--- src/rtl/down_counter_pkg.sv ---
// Shared types and helpers for the loadable down-counter/timer.
// Latency: n/a (types, constants and a constant function only).
// Backpressure: n/a.
package down_counter_pkg;

    // Controller states; encodings are fixed so debug views stay stable.
    typedef enum logic [1:0] {
        IDLE = 2'd0,
        RUN  = 2'd1,
        DONE = 2'd2
    } state_t;

    localparam int DEFAULT_WIDTH    = 4;
    localparam int DEFAULT_PRESCALE = 4;

    // Bits needed to hold PRESCALE-1 in the prescaler (never less than one).
    function automatic int prescale_width(input int prescale);
        int w;
        w = $clog2(prescale);
        return (w < 1) ? 1 : w;
    endfunction

endpackage

--- src/rtl/down_counter_prescaler.sv ---
// Divides enabled RUN cycles by PRESCALE to produce one count step.
// Latency: step asserts on the PRESCALE-th enabled cycle after restart.
// Backpressure: none; holds while run=0, restart reloads immediately.
module down_counter_prescaler
    import down_counter_pkg::*;
#(
    parameter int PRESCALE = DEFAULT_PRESCALE
) (
    input  logic clock,
    input  logic reset_n,
    input  logic run,
    input  logic restart,
    output logic step
);

    localparam int            PW  = prescale_width(PRESCALE);
    localparam logic [PW-1:0] TOP = PW'(PRESCALE - 1);
    localparam logic [PW-1:0] ONE = PW'(1);

    logic [PW-1:0] pre_cnt;

    // Count TOP..0 on run cycles; wrap to TOP on the step cycle or any restart.
    always_ff @(posedge clock or negedge reset_n) begin
        if (!reset_n) begin
            pre_cnt <= TOP;
        end else if (restart) begin
            pre_cnt <= TOP;
        end else if (run) begin
            if (pre_cnt == '0) begin
                pre_cnt <= TOP;
            end else begin
                pre_cnt <= pre_cnt - ONE;
            end
        end
    end

    // A restart cycle never yields a step, so a load cannot race a stale count.
    assign step = run && !restart && (pre_cnt == '0);

endmodule

--- src/rtl/down_counter.sv ---
// Loadable down-counter/timer with one-shot and auto-reload modes, terminal-count strobe.
// Latency: load visible next edge; tc_pulse rises on the edge counter_out hits 0 or reloads.
// Backpressure: none; enable gates counting, clear acknowledges DONE.
// Optional prescaler compiled in with DOWN_COUNTER_PRESCALE_EN (PRESCALE cycles per step).
module down_counter
    import down_counter_pkg::*;
#(
    parameter int WIDTH    = DEFAULT_WIDTH,
    parameter int PRESCALE = DEFAULT_PRESCALE
) (
    input  logic             clock,
    input  logic             reset_n,
    input  logic             enable,
    input  logic             load,
    input  logic [WIDTH-1:0] load_value,
    input  logic             auto_reload,
    input  logic             clear,
    output logic [WIDTH-1:0] counter_out,
    output logic             zero,
    output logic             tc_pulse,
    output logic             busy,
    output logic             done
);

    localparam logic [WIDTH-1:0] ONE = WIDTH'(1);

    state_t           state;
    logic [WIDTH-1:0] reload_q;
    logic             step;

`ifdef DOWN_COUNTER_PRESCALE_EN
    logic pre_run;
    logic pre_restart;

    // Prescaler only advances while actually counting; leaving RUN or loading re-arms it.
    assign pre_run     = (state == RUN) && enable;
    assign pre_restart = load || (state != RUN);

    down_counter_prescaler #(
        .PRESCALE (PRESCALE)
    ) u_prescaler (
        .clock   (clock),
        .reset_n (reset_n),
        .run     (pre_run),
        .restart (pre_restart),
        .step    (step)
    );
`else
    logic unused_prescale;

    // Without the prescaler every enabled cycle is a count step.
    assign unused_prescale = (PRESCALE > 1);
    assign step            = enable;
`endif

    // Controller: load wins over everything but reset; terminal handling over clear.
    always_ff @(posedge clock or negedge reset_n) begin
        if (!reset_n) begin
            counter_out <= '0;
            reload_q    <= '0;
            tc_pulse    <= 1'b0;
            state       <= IDLE;
        end else if (load) begin
            counter_out <= load_value;
            reload_q    <= load_value;
            tc_pulse    <= 1'b0;
            state       <= (load_value != '0) ? RUN : IDLE;
        end else begin
            tc_pulse <= 1'b0;
            case (state)
                RUN: begin
                    if (step) begin
                        if (counter_out > ONE) begin
                            counter_out <= counter_out - ONE;
                        end else if (counter_out == ONE) begin
                            tc_pulse <= 1'b1;
                            if (auto_reload) begin
                                counter_out <= reload_q;
                            end else begin
                                counter_out <= '0;
                                state       <= DONE;
                            end
                        end
                    end
                end
                DONE: begin
                    if (clear) begin
                        state <= IDLE;
                    end
                end
                IDLE: begin
                end
                default: begin
                    state <= IDLE;
                end
            endcase
        end
    end

    // Status decodes straight off registered state.
    assign zero = (counter_out == '0);
    assign busy = (state == RUN);
    assign done = (state == DONE);

endmodule
--- config.mk ---
export PLATFORM = sky130hd
export DESIGN_NAME = down_counter
export DESIGN_NICKNAME = d
export VERILOG_FILES = /design/src/rtl/down_counter_pkg.sv /design/src/rtl/down_counter_prescaler.sv /design/src/rtl/down_counter.sv
export SDC_FILE = /design/constraint.sdc
export NUM_CORES = 1
export LEC_CHECK = 0
export BUFFER_PORTS_ARGS = -buffer_cell sky130_fd_sc_hd__buf_2
export CORE_AREA = 2 2 39 41
export DETAILED_ROUTE_END_ITERATION = 7
export DIE_AREA = 0 0 41 43
export GPL_TIMING_DRIVEN = 1
export PLACE_DENSITY_LB_ADDON = 0.1
export SLEW_MARGIN = 20
export SYNTH_ARGS = -nofsm -noshare
export SYNTH_HDL_FRONTEND = slang
export SYNTH_SLANG_ARGS = --single-unit
--- constraint.sdc ---
create_clock -name clock -period 3.9 [get_ports clock]
set_input_delay 0.195 -clock clock [delete_from_list [all_inputs] [get_ports clock]]
set_output_delay 0.195 -clock clock [all_outputs]
set_load 0.02 [all_outputs]
# After elaboration in Yosys (flattened, before gate mapping)
# Cells that the tools add are included.
[totals]
ff_bits = 11
output_inout_bits = 8
wordCells = 42
[op_classes]
add_sub_neg = 1
n_lt_le_gt_ge = 1
n_eq_ne = 9
mux = 19
n_reduce_logical = 8
[op_table]
columns = ["op", "count"]
rows = [
  ["2-to-1 mux 4 bit", 6],
  ["2-to-1 mux 2 bit", 6],
  ["inequality test 3 bit (second input constant)", 4],
  ["2-to-1 mux 1 bit", 6],
  ["case mux 2 bit (3 select lines)", 1],
  ["AND reduction 6 bit", 1],
  ["== test 4 x 1 -> 1 bit (second input constant)", 1],
  ["greater-than comparator 4 x 1 -> 1 bit (second input constant)", 1],
  ["logical NOT 4 bit", 1],
  ["nonzero test 2 bit", 2],
  ["nonzero test 4 bit", 1],
  ["subtractor 4 x 1 -> 4 bit (second input constant)", 1],
  ["inequality test 3 x 2 -> 1 bit (second input constant)", 1],
  ["AND reduction 3 bit", 1],
  ["nonzero test 3 bit", 1],
  ["== test 2 x 1 -> 1 bit (second input constant)", 1],
  ["== test 2 bit (second input constant)", 1],
  ["logical NOT 2 bit", 1],
  ["inequality test 2 bit (second input constant)", 1],
]

# Logic depth before layout (Yosys ltp)
[depth]
ltp_word = 6
mapped_depth = 6
ltp_nobuf = 6

# Worst setup path before layout
# OpenSTA, ideal clock, no wires.
[synth_path]
path_type = "register to register"
startpoint = "register counter_out[0]"
endpoint = "register counter_out[0]"
setup_time_ns = 0.104
arrival_time_ns = 1.690
required_ns = 3.796
path_slack_ns = 2.106
stages_incl_launch_ff = 7
path_cell_list = "dfrtp_1 -> inv_1 -> ha_1 -> or2_1 -> and2_4 -> a2111o_1 -> o311ai_1"
[synth_between]
elab_chain_len = 5
[synth_lines]
columns = ["item", "line_no", "source"]
rows = [
  ["start, declared", "down_counter.sv:18", "output logic [WIDTH-1:0] counter_out,"],
  ["start signal, assigned", "down_counter.sv:64", "counter_out <= load_value;"],
  ["start signal, assigned", "down_counter.sv:74", "counter_out <= counter_out - ONE;"],
  ["start signal, assigned", "down_counter.sv:78", "counter_out <= reload_q;"],
  ["subtractor 4 x 1 -> 4 bit or greater-than comparator 4 x 1 -> 1 bit (tied branches)", "down_counter.sv:74, down_counter.sv:73", ""],
  ["2-to-1 mux 4 bit", "down_counter.sv:73", "if (counter_out > ONE) begin"],
  ["2-to-1 mux 4 bit", "down_counter.sv:72", "if (step) begin"],
  ["2-to-1 mux 4 bit", "down_counter.sv:70", "case (state)"],
  ["2-to-1 mux 4 bit", "down_counter.sv:63", "end else if (load) begin"],
]
# Parallel ways exist; a longest one is shown, timed or not. The select of a mux whose other input is x is not followed.
# A chain may end at the register's enable or synchronous reset.

# Final worst setup path
# Same ends and word-level chain as after synthesis.

==> qor.yml <==
status:
  outcome: "finished, final reports clean"
routing:
  drt-pass1-iter-count: 4
  wl_per_cell_um: 12.8
  met3_length_um: 44
  topRoutingLayerUsed: "met4"
  vias: 567
  dr_wl_met2_um: 598
  via_per_inst: 5.45
  antenna_left: 0
  wl_met1_um: 665
  routed_wl_um: 1330
  route.detailed.drc: 0
  drt-initial-drc-count: 13
clock_network:
  postCtsSetupRepairBufs: 0
  cts_buffers: 3
  clk_latency_ps: 260
  cts_root_buf: "clkbuf_4"
  cts_sinks: 11
  cts_hold_buf: 1
  clk_pin_slew_ps: 70
  cts.htree.levels: 1
  post_cts_resized: 0
  clock_path_buffers: 2
  cts_tree: "done"
setup_path:
  rr_worst_depth: 6
  worstSetupStartpointType: "flip-flop"
  worstPathRequired_ps: 4070
  r2r_start: "counter_out[0]$_DFFE_PN0P_"
  r2r_slack_ps: 2130
  path_max_fanout: 6
  r2r-end: "counter_out[0]$_DFFE_PN0P_"
  endpoint_kind: "flip-flop"
  criticalPathCategory: "flip-flop to flip-flop"
  crit_arrival_ps: 1940
power_and_ir_drop:
  power.share.switching_pct: 32.6
  cellPowerDensity_nw_per_um2: 379
  power_frac_clock_pct: 26.4
  pwr-share-comb_pct: 26.7
  power.leakage_nw: 0.364
  ir_drop_mv: 0.203
  p_seq_share_pct: 46.9
  power.switching_mw: 0.0941
  internal_power_mw: 0.195
sta:
  slew_viol_final: 0
  tightestPinTransition_ps: 356
  rsz0062_at_grt: "false"
  skew_ps: 4.47
  max_freq_ghz: 0.564
  final.setup.tns_ps: 0
  period_minus_slack_ps: 1770
  setup_ws_ps: 2130
  setup_viol: 0
  hold_violations: 0
  fin_crit_sh_pct: 45.4
  relSlewSlack_pct: 76.0
die:
  die_area_um2: 1760
  start_util_pct: 45.4
  die-width_um: 41
  chipHeight_um: 43
  coreArea_um2: 1380
  rows: 14
  io_pins: 18
yosys:
  ys_seq_area_share_pct: 43.8
  syn_nets: 81
  synth.largest_area_cell: "dfrtp_1"
  synth_seq_cells: 11
  mappedNetlistArea_um2: 628
  synth.yosys.warnings: 0
  avgSynthCellArea_um2: 9.24
  synth_top_area_share_pct: 43.8
  synth.distinct_cells: 32
  postSynthCellCount: 68
  synth.area.top_cells: "dfrtp_1 44%, ha_1 6.0%, inv_1 4.2%"
finish:
  drive_above_1_share_pct: 27.3
  syn_to_final_growth_pct: 21.3
  num_antenna_cells: 0
  nFillCells: 130
  nNetsFinal: 102
  stdcell_count: 104
placement:
  dpl.hpwl_um: 1000
  portBuffers: 17
  gp_congestion: 0.714
  dp_slack_ps: 2140
  placedCellCount: 99
worst_hold_path:
  hold_end: "reload_q[2]$_DFFE_PN0P_"
  hold-path-cell-count: 3
  min_path_type: "input pin to flip-flop"
  hp-start: "load_value[2]"
grt:
  antenna_found_initial: 0
  grt-ovfl-total: 0
  first_global_vias: 490
  grtUsageTotal_pct: 19.4
  grt_pass1_wl_um: 2230
  grt_max_degree: 18
run:
  cap_violations: 0
synth_stat cells:
cell type and count:
nand2_1 7, clkbuf_1 2, nand4_1 1, and2_1 1, or2_1 1, o311ai_1 1
and2_4 1, a2bb2oi_1 1, o22ai_1 1, a2111o_1 1, o21ai_1 2, mux2_2 1
a311oi_1 1, o31ai_1 1, nand4b_1 1, o41ai_1 1, nor2_1 2, ha_1 3
nand3b_1 1, o21ai_0 5, a221o_1 1, a21oi_1 4, a21o_1 1, nor2b_1 3
nor2_2 1, nor4_1 1, a21oi_2 1, a31oi_1 1, nand3_1 1, dfrtp_1 11
a31o_1 1, inv_1 7
sequential cells by signal, summed over array words and instances, names as in the netlist:
signal,flops
reload_q,4
state,2
tc_pulse,1
counter_out,4
how the worst max path moves through the flow:
stage                                     from                    endpoint  slack [ps]  cells after the start
floorplan           counter_out[0]$_DFFE_PN0P_  counter_out[0]$_DFFE_PN0P_        2110                      6
global placement    counter_out[0]$_DFFE_PN0P_  counter_out[0]$_DFFE_PN0P_        2190                      6
detailed placement  counter_out[0]$_DFFE_PN0P_  counter_out[0]$_DFFE_PN0P_        2140                      6
CTS                 counter_out[0]$_DFFE_PN0P_  counter_out[0]$_DFFE_PN0P_        2140                      6
global route        counter_out[0]$_DFFE_PN0P_  counter_out[3]$_DFFE_PN0P_        2040                      6
finish              counter_out[0]$_DFFE_PN0P_  counter_out[0]$_DFFE_PN0P_        2130                      6
kinds of logic (layout without fill, tap and decap cells):
group,Yosys count,in the layout,synth area share [%]
compound gates,23,23,24.9
flops,11,11,43.8
simple gates,21,21,18.1
fa+ha+maj,3,3,5.98
mux,1,1,1.79
buf+inv,9,29,5.38
power groups by stage:
| stage | Clock (mW) | Sequential [mW] | Combinational (mW) |
|---|---|---|---|
| after floorplan | 0 | 0.142 | 0.0458 |
| after detailed placement | 0 | 0.137 | 0.0769 |
| after CTS | 0.0797 | 0.135 | 0.0781 |
| after global routing | 0.0875 | 0.137 | 0.0870 |
| after global placement | 0 | 0.137 | 0.0767 |
| final | 0.0762 | 0.136 | 0.0772 |
cells in the final DEF (no fill, tap or decap), types with 2 or more instances in the layout:
cell type  count
a21oi_1        4
buf_2         17
clkbuf_4       3
dfrtp_1       11
ha_1           3
inv_1          7
nand2_1        7
nor2_1         2
nor2b_1        3
o21ai_0        5
o21ai_1        2
metal layers:
layer  track usage [%]  vias up
met3              3.14        2
met2              22.8       13
met4              14.0        0
li1                  -      286
met1              30.8      266
met5                 0        -
critical path, cell delays in order, from the launching register on:
cell      delay [ps]
dfrtp_1          440
inv_1            110
ha_1             250
or2_1            270
and2_4           180
a2111o_1         350
o311ai_1          80
layout make-up:
type                            count  area (um2)  area share, %
Timing Repair Buffer               18        95.1           12.5
Tap cell                           16        20.0           2.63
Sequential cell                    11         275           36.1
Inverter                            7        26.3           3.45
Multi-Input combinational cell     48         319           41.9
Clock buffer                        4        26.3           3.45
metrics by stage:
step	power (mW)	util, %	area [um2]	hold WS, ps
2_1_floorplan	0.188	-	628	-101
3_3_place_gp	0.214	52.4	726	74.9
3_5_place_dp	0.214	52.4	726	79.5
4_1_cts	0.293	55.1	762	168
5_1_grt	0.312	55.1	762	184
6_report	0.289	55.1	762	178
No activity file was read; power rests on OpenSTA's default activity.
